===== config.mk =====
export PLATFORM = sky130hd
export DESIGN_NAME = lab6_seq_divider
export DESIGN_NICKNAME = d
export VERILOG_FILES = /design/src/rtl/lab6_seq_divider.sv
export SDC_FILE = /design/constraint.sdc
export NUM_CORES = 1
export LEC_CHECK = 0
export ABC_AREA = 1
export CAP_MARGIN = 5
export CORE_MARGIN = 3
export CORE_UTILIZATION = 61
export DETAILED_ROUTE_END_ITERATION = 7
export PLACE_DENSITY = 0.86
export SYNTH_ARGS = -nofsm -noshare
export SYNTH_HDL_FRONTEND = slang
export SYNTH_SLANG_ARGS = --single-unit

===== constraint.sdc =====
create_clock -name Clock -period 3.14 [get_ports Clock]
set_clock_uncertainty 0.15 [all_clocks]
set_input_delay 0.471 -clock Clock [delete_from_list [all_inputs] [get_ports Clock]]
set_output_delay 0.471 -clock Clock [all_outputs]
set_load 0.05 [all_outputs]

===== src/rtl/lab6_seq_divider.sv =====
// Sequential restoring divider: one quotient bit per clock, Start/Busy/Done handshake,
// unsigned or two's-complement operands, with divide-by-zero and overflow flags.
module lab6_seq_divider #(
    parameter int unsigned N = 8
) (
    input  logic         Clock,
    input  logic         Reset,
    input  logic         Start,
    input  logic         Signed_mode,
    input  logic [N-1:0] Dividend,
    input  logic [N-1:0] Divisor,
    output logic [N-1:0] Quotient,
    output logic [N-1:0] Remainder,
    output logic         Busy,
    output logic         Done,
    output logic         Div_by_zero,
    output logic         Overflow
);

    localparam int unsigned CW = $clog2(N + 1);
    localparam logic [N-1:0] MIN_NEG = {1'b1, {(N - 1){1'b0}}};

    localparam logic [1:0] S_IDLE = 2'd0;
    localparam logic [1:0] S_CALC = 2'd1;
    localparam logic [1:0] S_FIX  = 2'd2;

    logic [1:0]    state, state_nxt;
    logic          sgn, sgn_nxt;
    logic          dvd_neg, dvd_neg_nxt;
    logic          dsr_neg, dsr_neg_nxt;
    logic [N-1:0]  dvd, dvd_nxt;      // dividend magnitude, shifts into quotient magnitude
    logic [N-1:0]  dsr, dsr_nxt;      // divisor magnitude
    logic [N-1:0]  rem, rem_nxt;      // partial remainder, always below dsr between steps
    logic [CW-1:0] cnt, cnt_nxt;
    logic [N-1:0]  quot_nxt, rmd_nxt;
    logic          busy_nxt, done_nxt, dbz_nxt, ovf_nxt;

    logic [N:0]    shifted;
    logic [N:0]    trial;
    logic          ovf_c;

    // State and datapath registers; reset clears everything and aborts any operation
    always_ff @(posedge Clock) begin
        if (Reset) begin
            state       <= S_IDLE;
            sgn         <= 1'b0;
            dvd_neg     <= 1'b0;
            dsr_neg     <= 1'b0;
            dvd         <= '0;
            dsr         <= '0;
            rem         <= '0;
            cnt         <= '0;
            Quotient    <= '0;
            Remainder   <= '0;
            Busy        <= 1'b0;
            Done        <= 1'b0;
            Div_by_zero <= 1'b0;
            Overflow    <= 1'b0;
        end else begin
            state       <= state_nxt;
            sgn         <= sgn_nxt;
            dvd_neg     <= dvd_neg_nxt;
            dsr_neg     <= dsr_neg_nxt;
            dvd         <= dvd_nxt;
            dsr         <= dsr_nxt;
            rem         <= rem_nxt;
            cnt         <= cnt_nxt;
            Quotient    <= quot_nxt;
            Remainder   <= rmd_nxt;
            Busy        <= busy_nxt;
            Done        <= done_nxt;
            Div_by_zero <= dbz_nxt;
            Overflow    <= ovf_nxt;
        end
    end

    // Next-state and datapath logic
    always_comb begin
        state_nxt   = state;
        sgn_nxt     = sgn;
        dvd_neg_nxt = dvd_neg;
        dsr_neg_nxt = dsr_neg;
        dvd_nxt     = dvd;
        dsr_nxt     = dsr;
        rem_nxt     = rem;
        cnt_nxt     = cnt;
        quot_nxt    = Quotient;
        rmd_nxt     = Remainder;
        busy_nxt    = Busy;
        done_nxt    = 1'b0;
        dbz_nxt     = Div_by_zero;
        ovf_nxt     = Overflow;

        shifted = {rem, dvd[N-1]};
        trial   = shifted - {1'b0, dsr};
        // Same-sign operands with a 2^(N-1) magnitude quotient only arise from -2^(N-1) / -1
        ovf_c   = sgn & ~(dvd_neg ^ dsr_neg) & (dvd == MIN_NEG);

        case (state)
            S_IDLE: begin
                if (Start) begin
                    if (Divisor == '0) begin
                        quot_nxt = '1;
                        rmd_nxt  = Dividend;
                        dbz_nxt  = 1'b1;
                        ovf_nxt  = 1'b0;
                        done_nxt = 1'b1;
                    end else begin
                        sgn_nxt     = Signed_mode;
                        dvd_neg_nxt = Signed_mode & Dividend[N-1];
                        dsr_neg_nxt = Signed_mode & Divisor[N-1];
                        dvd_nxt     = dvd_neg_nxt ? N'(~Dividend + 1'b1) : Dividend;
                        dsr_nxt     = dsr_neg_nxt ? N'(~Divisor + 1'b1) : Divisor;
                        rem_nxt     = '0;
                        cnt_nxt     = '0;
                        busy_nxt    = 1'b1;
                        state_nxt   = S_CALC;
                    end
                end
            end
            S_CALC: begin
                if (!trial[N]) begin
                    rem_nxt = trial[N-1:0];
                    dvd_nxt = {dvd[N-2:0], 1'b1};
                end else begin
                    rem_nxt = shifted[N-1:0];
                    dvd_nxt = {dvd[N-2:0], 1'b0};
                end
                cnt_nxt = CW'(cnt + 1'b1);
                if (cnt == CW'(N - 1)) begin
                    state_nxt = S_FIX;
                end
            end
            S_FIX: begin
                quot_nxt  = (sgn & (dvd_neg ^ dsr_neg)) ? N'(~dvd + 1'b1) : dvd;
                rmd_nxt   = (sgn & dvd_neg) ? N'(~rem + 1'b1) : rem;
                if (ovf_c) begin
                    quot_nxt = MIN_NEG;
                    rmd_nxt  = '0;
                end
                ovf_nxt   = ovf_c;
                dbz_nxt   = 1'b0;
                done_nxt  = 1'b1;
                busy_nxt  = 1'b0;
                state_nxt = S_IDLE;
            end
            default: begin
                state_nxt = S_IDLE;
                busy_nxt  = 1'b0;
            end
        endcase
    end

endmodule


* Word level (Yosys, flattened, before mapping)
Cells that the tools add are included.
** Storage, ports and cells
- Flip-flop bits (word level) :: 53
- Latch bits :: 0
- RAM bits :: 0
- Bits in read-only memories :: 0
- Memories :: 0
** Cells by class
- $add $sub $neg :: 6
- $mul :: 0
- Div/mod/pow operators :: 0
- Order comparisons :: 0
- Equality and inequality tests :: 8
- Shifts and indexed selects :: 0
- Muxes and demuxes :: 39
- Bitwise logic cells :: 14
- Reduce and logical (&&, ||, !) cells :: 9
** Operators with widths (count)
- $mux 8 :: 15
- $pmux 8 s2 :: 4
- $add 8x1->8 const B :: 4
- $not 8->8 :: 4
- $reduce_and 3->1 :: 5
- $mux 1 :: 9
- $sub 9x8->9 :: 1
- $eq 8x8->1 const B :: 1
- $logic_not 8->1 :: 1
- $mux 4 :: 2
- $ne 2x2->1 const B :: 4
- $pmux 1 s2 :: 4
- $pmux 4 s2 :: 1
- $and 1x1->1 :: 6
- $mux 2 :: 3
- $add 4x1->4 const B :: 1
- $eq 4x3->1 const B :: 1
- $pmux 2 s2 :: 1
- $reduce_bool 2->1 :: 2
- $not 1->1 :: 3
- $eq 2x1->1 const B :: 1
- $eq 2x2->1 const B :: 1
- $logic_not 2->1 :: 1
- $xor 1x1->1 :: 1

* Depth between registers and ports, before layout
Gate-level depths: netlist of run 1.
- Depth in word-level cells :: 6
- Gate-level depth with buffers :: 13
- Mapped depth without buffers :: 13

* Worst setup path before layout of run 1
Ideal clock, no wire load.
- Path kind :: register -> register
- Start point :: reg dvd[7]
- End point :: reg rem[7]
- Setup time :: 138 ps
- Data arrival time :: 1761 ps
- Data required time :: 2852 ps
- Slack :: 1091 ps
- Stages on the path, launching flop included :: 14
- Buffers on the path :: 0
- Clock period less this slack :: 2049 ps
- Cell sequence :: dfxtp_1 > inv_1 > ha_1 > fa_1 > inv_1 > nand2_1 > nand2_1 > nand3_1 > nand2_1 > nand2_2 > nand2_4 > nand2_1 > nand3_1 > a21oi_2
** Between the ends
- Cells in the longest elaborated chain, start to end :: 3
** Ends and longest elaborated chain
- start: declaration :: RTL line 31 : logic [N-1:0] dvd, dvd_nxt;
- start signal: assignment :: RTL line 64 : dvd <= dvd_nxt;
- $sub 9x8->9 :: RTL line 95 : trial = shifted - {1'b0, dsr};
- $mux 8 :: RTL line 122 : if (!trial[N]) begin
- $pmux 8 s2 :: RTL line 99 : case (state)
- end signal: assignment :: RTL line 66 : rem <= rem_nxt;
- end: declaration :: RTL line 33 : logic [N-1:0] rem, rem_nxt;
Every way passes these cells.
A chain may end at the register's enable or synchronous reset.

* Worst setup path after layout of run 1
- Start point :: reg dvd[7]
- End point :: reg rem[6]
Same word-level chain as after synthesis.

==> results of run 1 <==
-- flip-flops by register name (all words and copies together), names as in the netlist, 2 cells and up --
| register | flops |
|---|---|
| dsr | 8 |
| state | 2 |
| rem | 8 |
| Remainder | 8 |
| cnt | 4 |
| Quotient | 8 |
| dvd | 8 |
-- power groups by stage --
stage	Clock [W]	Sequential (W)	Combinational (W)
CTS	0.000408	0.000780	0.000806
floorplan	0	0.000815	0.000599
finish	0.000407	0.000781	0.000814
detailed placement	0	0.000795	0.000798
global placement	0	0.000793	0.000775
global route	0.000438	0.000788	0.000916
-- per-stage QoR --
stage / worst slack [ns] / instances / total power (W)
floorplan: 1.09 / 521 / 0.00141
global placement: 0.682 / 622 / 0.00157
detailed placement: 0.569 / 622 / 0.00159
CTS: 0.781 / 630 / 0.00199
global route: 0.616 / 630 / 0.00214
finish: 0.758 / 630 / 0.00200
-- worst max-delay path by stage --
stage,to,slack (ns),from
floorplan,rem[7]$_SDFFE_PP0P_,1.09,dvd[7]$_SDFFE_PP0P_
global placement,dvd[1]$_SDFFE_PP0P_,0.68,Divisor[0]
detailed placement,dvd[1]$_SDFFE_PP0P_,0.57,Divisor[0]
CTS,rem[7]$_SDFFE_PP0P_,0.78,dvd[7]$_SDFFE_PP0P_
global route,rem[6]$_SDFFE_PP0P_,0.62,dvd[7]$_SDFFE_PP0P_
finish,rem[6]$_SDFFE_PP0P_,0.76,dvd[7]$_SDFFE_PP0P_
-- critical path, stage by stage (launching register included) --
cell	delay [ns]
dfxtp_1	0.39
inv_1	0.10
ha_1	0.23
fa_1	0.41
inv_1	0.07
nand2_1	0.05
nand2_1	0.11
nand3_1	0.13
nand2_1	0.11
nand2_2	0.14
nand2_4	0.15
nand2_1	0.08
nand3_1	0.08
a21oi_2	0.05
-- layout by cell type (no fill, tap or decap), types with 11 or more instances in the layout --
cell and count:
dfxtp_1 53, xor2_1 11, clkdlybuf4s50_1 39, a21oi_1 37, o21ai_0 33, ha_1 13, nand3_1 62, nand2_1 124
nor2_1 32, inv_1 77
-- metal layers --
layer,GRT usage,part of all wire
met1,0.357,0.45
met2,0.457,0.47
met3,0.0499,0.066
met4,0.0912,0.020
met5,0,0
-- layout make-up --
class | instances | area [um2] | area share
Inverter | 83 | 312 | 0.0784
Timing Repair Buffer | 43 | 420 | 0.106
Clock buffer | 5 | 68.8 | 0.0173
Tap cell | 70 | 87.6 | 0.0220
Clock inverter | 3 | 21.3 | 0.00535
Multi-Input combinational cell | 373 | 2000 | 0.504
Sequential cell | 53 | 1060 | 0.267
-- cell families after synthesis --
kind of cell | count (synthesis) | synth area share
adder cells (fa/ha/maj) | 14 | 0.0530
XOR/XNOR | 13 | 0.0330
AND/OR/NAND/NOR | 259 | 0.353
flip-flops | 53 | 0.308
AO/OA/AOI/OAI | 87 | 0.142
buffers and inverters | 95 | 0.111
==> metrics.txt, run 1 <==
Final Hold Viols=0; core area=5270 um2; Power Internal=0.00117 W; clock slew at reported path FFs=0.10 ns; I/O pin cnt=40; post-route ant nets=0; max-cap violations=0; worst reg-to-reg setup slack=0.76 ns; Power per Cell Area=504 nW/um2; Final Util=0.754; Initial Util=0.654; Hold Buf Count CTS=0; net load switching power=0.000828 W; Max Freq=0.420 GHz; postcts setup bufs=0; critical path required time=3.19 ns; Max Slew Vio Count=0; CTS tree=built; static leakage=1.86 nW; worst min path class=flip-flop to flip-flop; row cnt=26; reg2reg end=rem[6]$_SDFFE_PP0P_; Final Cell Area=3970 um2; worst-skew pair later-pin latency=0.33 ns; Syn. warnings=0; Worst Setup End Kind=flip-flop; Yosys top cell by area=dfxtp_1; hold path start=dsr[7]$_SDFFE_PP0P_; worst ir drop on vdd=309 uV; P&R area growth vs syn=15.3%; H-Tree Depth=2; gpl congestion=0.896; CTS Buffer Depth=2; min Tclk post-route=2.38 ns; Pre-Repair DR Iteration Count=6; 1st-iter DRT viols=322; fill cell count=447; Seq/Total Area, Yosys=0.308; Reg power frac=0.390; Setup Viol. Count Final=0; R2R cell count=13; vias in the first global route=3285; post-synthesis register bit count=53; Nets=593; via count=3463; Area contributors post-synth=dfxtp_1 31%, nand2_1 14%, nand3_1 9.0%; largest net degree at the start of global routing=32; port bufs=39; Reg2Reg Launch Point=dvd[7]$_SDFFE_PP0P_; # resized after CTS=0; sw frac=0.413; EDFF count, synth=0; post-synthesis async set-or-reset flop share=0; Die Area=6590 um2; initial antenna violation count=0; crit path kind=flip-flop to flip-flop; Yosys cell types=35; Clock Power Share=0.203; Critical Path Start Type=flip-flop; share of cells above drive strength 1=0.0946; Post-Route WL=8400 um; die height=81.2 um; RSZ-0062 raised after global routing=no; Max-slew headroom=0.409; wire length per cell=13.3 um; top cell type's share of synthesized area=0.308; Final Cycle Share=0.759; CTS Root Buffer Type=clkbuf_8; Die W=81.2 um; CP Data Arrival Time=2.44 ns; hold path cells=2; peak fanout along the critical path=9; WHS Endpoint=dsr[7]$_SDFFE_PP0P_; DRC viols=0; HPWL after DPL=6300 um; synthesized area per cell=6.61 um2; via-per-instance ratio=5.50; part of the power in combinational logic=0.406; Post-synth top cells=124 x nand2_1, 77 x inv_1, 62 x nand3_1; final hold slack=0.347 ns; syn nets=555; number of CTS-inserted buffers=5; Setup TNS=0 ns; gr usage total=0.274; Cell Area, Synth=3450 um2; Syn Inst Count=521; first-pass GRT wire length=14300 um; Synth Flop Type=dfxtp_1; DP Area=3880 um2; cell with the most instances after synthesis=nand2_1; total grt overflow=0; status=complete, no violations; Least-Margin Pin Slew=0.885 ns; clock sink total=53; ant diodes=0
No activity file was read; power rests on OpenSTA's default activity.
==> run 2: changes to the inputs <==
--- a/config.mk
+++ b/config.mk
@@ -8,9 +8,9 @@
 export ABC_AREA = 1
 export CAP_MARGIN = 5
 export CORE_MARGIN = 3
-export CORE_UTILIZATION = 61
+export CORE_UTILIZATION = 57
 export DETAILED_ROUTE_END_ITERATION = 7
-export PLACE_DENSITY = 0.86
+export PLACE_DENSITY = 0.81
 export SYNTH_ARGS = -nofsm -noshare
 export SYNTH_HDL_FRONTEND = slang
 export SYNTH_SLANG_ARGS = --single-unit
==> constraint.sdc (replaced) <==
create_clock -name Clock -period 2.25 [get_ports Clock]
set_clock_uncertainty 0.15 [all_clocks]
set_input_delay 0.3375 -clock Clock [delete_from_list [all_inputs] [get_ports Clock]]
set_output_delay 0.3375 -clock Clock [all_outputs]
set_load 0.05 [all_outputs]
==> run 2 against run 1 <==
Register-to-register slack worse by 0.70 ns. Total power rose by 51%. Global-route usage shrank 1.7 points. Critical path type unchanged. Fmax up 8.7%. Worst hold slack worse by 0.025 ns. Critical path depth unchanged. Setup slack worse by 0.70 ns. Critical endpoint unchanged.
==> metrics.txt, run 2 (synthesis results as in run 1) <==
status=complete, no violations (unchanged); CTS Buffer Depth=2 (unchanged); cell count after placement=639 (was 622); HPWL after DPL=6640 um (was 6300 um); Setup Viol. Count Final=0 (unchanged); highest cell delay on the worst timing path=0.36 ns (was 0.41 ns); vias in the first global route=3434 (was 3285); clock sink total=53 (unchanged); reg2reg end=rem[6]$_SDFFE_PP0P_ (unchanged); min Tclk post-route=2.19 ns (was 2.38 ns); fill cell count=486 (was 447); DRC viols=0 (unchanged); I/O pin cnt=40 (unchanged); crit-path most repeated cell=nand2_2 (was nand2_1); via-per-instance ratio=5.46 (was 5.50); 1st-iter DRT viols=245 (was 322); gpl congestion=0.860 (was 0.896); worst reg-to-reg setup slack=0.06 ns (was 0.76 ns); CP startpoint=dvd[7]$_SDFFE_PP0P_ (unchanged); Least-Margin Pin Slew=0.516 ns (was 0.885 ns); initial antenna violation count=0 (unchanged); CTS tree=built (unchanged); Final Cell Area=4170 um2 (was 3970 um2); pre-CTS setup slack=-0.0906 ns (was 0.569 ns); wire length per cell=13.9 um (was 13.3 um); first-pass GRT wire length=15200 um (was 14300 um); CP max-delay cell=dfxtp_1 (was fa_1); number of CTS-inserted buffers=5 (unchanged); Final Hold Viols=0 (unchanged); crit path kind=flip-flop to flip-flop (unchanged); share of cells above drive strength 1=0.129 (was 0.0946); total grt overflow=0 (unchanged); Final Cycle Share=0.974 (was 0.759); Max Freq=0.456 GHz (was 0.420 GHz); final worst slack=0.0588 ns (was 0.758 ns); postcts setup bufs=0 (unchanged); Worst Setup End Kind=flip-flop (unchanged); CTS Root Buffer Type=clkbuf_8 (unchanged); Final Util=0.734 (was 0.754); post-route ant nets=0 (unchanged); Nets=609 (was 593); Post-Route WL=8980 um (was 8400 um); core area=5680 um2 (was 5270 um2); Reg2Reg Launch Point=dvd[7]$_SDFFE_PP0P_ (unchanged); largest net degree at the start of global routing=32 (unchanged); port bufs=39 (unchanged); die height=83.8 um (was 81.2 um); Initial Util=0.607 (was 0.654); Worst Setup EP=rem[6]$_SDFFE_PP0P_ (unchanged); row cnt=27 (was 26); Pre-Repair DR Iteration Count=4 (was 6); Max-slew headroom=0.655 (was 0.409); R2R cell count=13 (unchanged); gr usage total=0.258 (was 0.274); worst ir drop on vdd=478 uV (was 309 uV); non-filler instance count after layout=647 (was 630); hold path cells=2 (unchanged); clock slew at reported path FFs=0.10 ns (about the same); static leakage=1.96 nW (was 1.86 nW); most frequent cells in the layout=122 x nand2_1, 77 x inv_1, 61 x nand3_1 (was 124 x nand2_1, 77 x inv_1, 62 x nand3_1); Power per Cell Area=723 nW/um2 (was 504 nW/um2); H-Tree Depth=2 (unchanged); ant diodes=0 (unchanged); Die Area=7010 um2 (was 6590 um2); Cell Chain, Critical Path=inv_1 -> ha_1 -> fa_2 -> inv_1 -> nand2_1 -> nand2_2 -> nand3_2 -> nand2_2 -> nand2_4 -> nand2_2 -> nand2_1 -> nand3_1 -> a21oi_2 (was inv_1 -> ha_1 -> fa_1 -> inv_1 -> nand2_1 -> nand2_1 -> nand3_1 -> nand2_1 -> nand2_2 -> nand2_4 -> nand2_1 -> nand3_1 -> a21oi_2); via count=3530 (was 3463); CP Data Arrival Time=2.23 ns (was 2.44 ns); DP Area=4020 um2 (was 3880 um2); Critical Path Start Type=flip-flop (unchanged); worst min path class=flip-flop to flip-flop (unchanged); critical path required time=2.29 ns (was 3.19 ns); commonest non-fill, non-tap cell in the layout=nand2_1 (unchanged); peak fanout along the critical path=10 (was 9); P&R area growth vs syn=21.0% (was 15.3%); Max Slew Vio Count=0 (unchanged); Die W=83.8 um (was 81.2 um); max-cap violations=0 (unchanged); worst-skew pair later-pin latency=0.31 ns (was 0.33 ns)
run 2: cell count changes in the layout (fill, tap and decap cells not counted), moves of 2 or more:
cell     change
nand2_2      +2
buf_4       +13
nand2_1      -2
buf_12       +2
run 2: power breakdown:
part / leakage, nW / internal (W) / switching (W)
Clock: 0.0540 / 0.000325 / 0.000327
Sequential: 0.433 / 0.00102 / 0.0000692
Combinational: 1.47 / 0.000469 / 0.000807
Total: 1.96 / 0.00181 / 0.00120
run 2: critical path, delay by kind of cell (launching register included):
family                   cells  cell delay (ns)
AND/OR/NAND/NOR              8             0.79
adder cells (fa/ha/maj)      2             0.59
flip-flops                   1             0.36
buffers and inverters        2             0.15
AO/OA/AOI/OAI                1             0.05
run 2: layout make-up:
cell class,count,area (um2),area share
clock buffers,5,68.8,0.0165
repair buffers,58,558,0.134
clock inverters,2,35.0,0.00841
well taps,72,90.1,0.0216
multi-input cells,374,2040,0.490
inverters,83,312,0.0748
flip-flops and latches,53,1060,0.255
run 2: worst min-delay path by stage:
stage / start / endpoint
after floorplan: Reset / dsr_neg$_SDFFE_PP0P_
after global placement: dsr[7]$_SDFFE_PP0P_ / dsr[7]$_SDFFE_PP0P_
after detailed placement: dsr[7]$_SDFFE_PP0P_ / dsr[7]$_SDFFE_PP0P_
after CTS: dsr[7]$_SDFFE_PP0P_ / dsr[7]$_SDFFE_PP0P_
after global routing: dsr[7]$_SDFFE_PP0P_ / dsr[7]$_SDFFE_PP0P_
final: dsr[7]$_SDFFE_PP0P_ / dsr[7]$_SDFFE_PP0P_
run 2: routing by layer:
metal / share of wire / vias to the layer above / wire [um] / track usage
li1: - / 1780 / - / -
met3: 0.062 / 13 / 557 / 0.0355
met2: 0.50 / 116 / 4480 / 0.456
met4: 0.010 / 0 / 93 / 0.0570
met5: 0 / - / 0 / 0
met1: 0.43 / 1621 / 3850 / 0.331
run 2: through the flow:
step / hold slack, ns / setup TNS (ns) / power (W)
floorplan: 0.260 / 0 / 0.00197
global placement: 0.303 / 0 / 0.00225
detailed placement: 0.315 / -0.448 / 0.00229
CTS: 0.329 / 0 / 0.00292
global route: 0.358 / -0.0669 / 0.00323
finish: 0.322 / 0 / 0.00301
run 2: timing repair:
action	in CTS	in global routing
gates resized for setup	0	8
endpoints found under the setup margin	0	10
hold buffers	0	0
==> run 3: changes to the inputs <==
--- a/config.mk
+++ b/config.mk
@@ -10,7 +10,7 @@
 export CORE_MARGIN = 3
 export CORE_UTILIZATION = 57
 export DETAILED_ROUTE_END_ITERATION = 7
-export PLACE_DENSITY = 0.81
+export PLACE_DENSITY = 0.79
 export SYNTH_ARGS = -nofsm -noshare
 export SYNTH_HDL_FRONTEND = slang
 export SYNTH_SLANG_ARGS = --single-unit
==> run 3 against run 2 <==
First-iteration DRC count up 20%. Worst hold slack worse by 0.0060 ns. Via count down 0.48%. Sequential cell count unchanged. Total power down 4.2%. Non-clock buffer count up 1. Die area unchanged. Critical path depth unchanged. Routed wire length down 3.6%. Critical path type unchanged. Critical endpoint is now rem[0]$_SDFFE_PP0P_.
==> metrics.txt, run 3 (synthesis results as in run 1) <==
status=complete, no violations (unchanged); post-route ant nets=0 (unchanged); P&R area growth vs syn=20.3% (was 21.0%); CP Data Arrival Time=2.20 ns (was 2.23 ns); static leakage=1.95 nW (was 1.96 nW); HPWL after DPL=6490 um (was 6640 um); WHS Endpoint=dsr[7]$_SDFFE_PP0P_ (unchanged); clock sink total=53 (unchanged); worst reg-to-reg setup slack=0.1 ns (was 0.06 ns); gpl congestion=0.846 (was 0.860); core area=5680 um2 (unchanged); I/O pin cnt=40 (unchanged); Setup Viol. Count Final=0 (unchanged); vias in the first global route=3273 (was 3434); crit path kind=flip-flop to flip-flop (unchanged); critical path required time=2.29 ns (about the same); initial antenna violation count=0 (unchanged); port bufs=39 (unchanged); via count=3513 (was 3530); first-pass GRT wire length=14500 um (was 15200 um); CTS Root Buffer Type=clkbuf_8 (unchanged); worst min path class=flip-flop to flip-flop (unchanged); reg2reg end=rem[0]$_SDFFE_PP0P_ (was rem[6]$_SDFFE_PP0P_); Final Util=0.731 (was 0.734); non-filler instance count after layout=649 (was 647); hold path cells=2 (unchanged); Max Slew Vio Count=0 (unchanged); Final Cycle Share=0.956 (was 0.974); Post-Route WL=8660 um (was 8980 um); Max-slew headroom=0.663 (was 0.655); most frequent cells in the layout=123 x nand2_1, 77 x inv_1, 61 x nand3_1 (was 122 x nand2_1, 77 x inv_1, 61 x nand3_1); Worst path top cell family by delay=simple AND/OR/NAND/NOR gates (unchanged); Least-Margin Pin Slew=0.503 ns (was 0.516 ns); R2R cell count=13 (unchanged); postcts setup bufs=0 (unchanged); cell count after placement=640 (was 639); Final Hold Viols=0 (unchanged); Setup TNS=0 ns (unchanged); Die W=83.8 um (unchanged); row cnt=27 (unchanged); highest cell delay on the worst timing path=0.36 ns (about the same); largest net degree at the start of global routing=32 (unchanged); Crit. path cell count=13 (unchanged); worst-skew pair later-pin latency=0.31 ns (about the same); ant diodes=0 (unchanged); worst ir drop on vdd=447 uV (was 478 uV); die height=83.8 um (unchanged); peak fanout along the critical path=10 (unchanged); CP max-delay cell=fa_2 (was dfxtp_1); Cell Chain, Critical Path=inv_1 -> ha_1 -> fa_2 -> inv_1 -> nand2_1 -> nand2_1 -> nand3_2 -> nand2_2 -> nand2_4 -> nand2_2 -> nand2_1 -> nand3_1 -> a21oi_1 (was inv_1 -> ha_1 -> fa_2 -> inv_1 -> nand2_1 -> nand2_2 -> nand3_2 -> nand2_2 -> nand2_4 -> nand2_2 -> nand2_1 -> nand3_1 -> a21oi_2); fill cell count=460 (was 486); wire length per cell=13.3 um (was 13.9 um); share of cells above drive strength 1=0.127 (was 0.129); Register Area=1060 um2 (unchanged); number of CTS-inserted buffers=5 (unchanged); gr usage total=0.245 (was 0.258); DRC viols=0 (unchanged); clock slew at reported path FFs=0.10 ns (about the same); Pre-Repair DR Iteration Count=5 (was 4); total grt overflow=0 (unchanged); Critical Path Start Type=flip-flop (unchanged); 1st-iter DRT viols=295 (was 245); max-cap violations=0 (unchanged); CTS Buffer Depth=2 (unchanged); crit-path most repeated cell=nand2_1 (was nand2_2); min Tclk post-route=2.15 ns (was 2.19 ns); hold path start=dsr[7]$_SDFFE_PP0P_ (unchanged); Nets=610 (was 609); Max Freq=0.465 GHz (was 0.456 GHz); Worst Setup End Kind=flip-flop (unchanged); CTS tree=built (unchanged); Initial Util=0.607 (unchanged); H-Tree Depth=2 (unchanged); Power per Cell Area=696 nW/um2 (was 723 nW/um2); Reg2Reg Launch Point=dvd[7]$_SDFFE_PP0P_ (unchanged); Crit path buffers/inverters=2 (unchanged); via-per-instance ratio=5.41 (was 5.46); area of the multi-input gates=2030 um2 (was 2040 um2); commonest non-fill, non-tap cell in the layout=nand2_1 (unchanged); Die Area=7010 um2 (unchanged)
-- run 3: worst max path at each step --
stage / to / slack [ns] / from
global route: rem[4]$_SDFFE_PP0P_ / -0.01 / dvd[7]$_SDFFE_PP0P_
floorplan: rem[7]$_SDFFE_PP0P_ / 0.20 / dvd[7]$_SDFFE_PP0P_
global placement: Remainder[4]$_SDFFE_PP0P_ / 0.04 / Divisor[0]
detailed placement: Remainder[6]$_SDFFE_PP0P_ / -0.06 / Divisor[1]
CTS: rem[4]$_SDFFE_PP0P_ / 0.003 / dvd[7]$_SDFFE_PP0P_
finish: rem[0]$_SDFFE_PP0P_ / 0.1 / dvd[7]$_SDFFE_PP0P_
-- run 3: worst min-delay path: cells and delay by family (launching register included) --
family          cells  cell delay [ns]
compound gates      1             0.05
simple gates        1             0.06
flops               1             0.32
-- run 3: cell type report --
type | count | share of cell area
Multi-Input combinational cell | 374 | 0.490
Timing Repair Buffer | 59 | 0.136
Sequential cell | 53 | 0.256
Tap cell | 72 | 0.0217
Clock buffer | 5 | 0.0166
Inverter | 83 | 0.0751
Clock inverter | 3 | 0.00422
-- run 3: what timing repair did --
action | CTS | global route
hold buffers | 0 | 0
gates resized for setup | 0 | 5
setup endpoints to repair | 0 | 9
-- run 3: layer usage --
metal,up-vias,wire length [um],GRT usage,share of wire
li1,1786,-,-,-
met1,1610,3890,0.310,0.45
met2,104,4230,0.424,0.49
met3,13,433,0.0484,0.050
met4,0,107,0.0643,0.012
met5,-,0,0,0
-- run 3: power by group --
group / switching (W) / total, W / internal (W)
clock network: 0.000329 / 0.000544 / 0.000216
logic: 0.000790 / 0.00126 / 0.000467
registers: 0.0000671 / 0.00109 / 0.00102
-- run 3: per-stage QoR --
step	power, W	cell area, um2	setup WS, ns	hold WS [ns]
after floorplan	0.00197	3450	0.201	0.260
after global placement	0.00226	4030	0.0396	0.302
after detailed placement	0.00229	4030	-0.0632	0.306
after CTS	0.00282	4120	0.00315	0.319
after global routing	0.00310	4150	-0.0146	0.371
final	0.00289	4150	0.0989	0.316
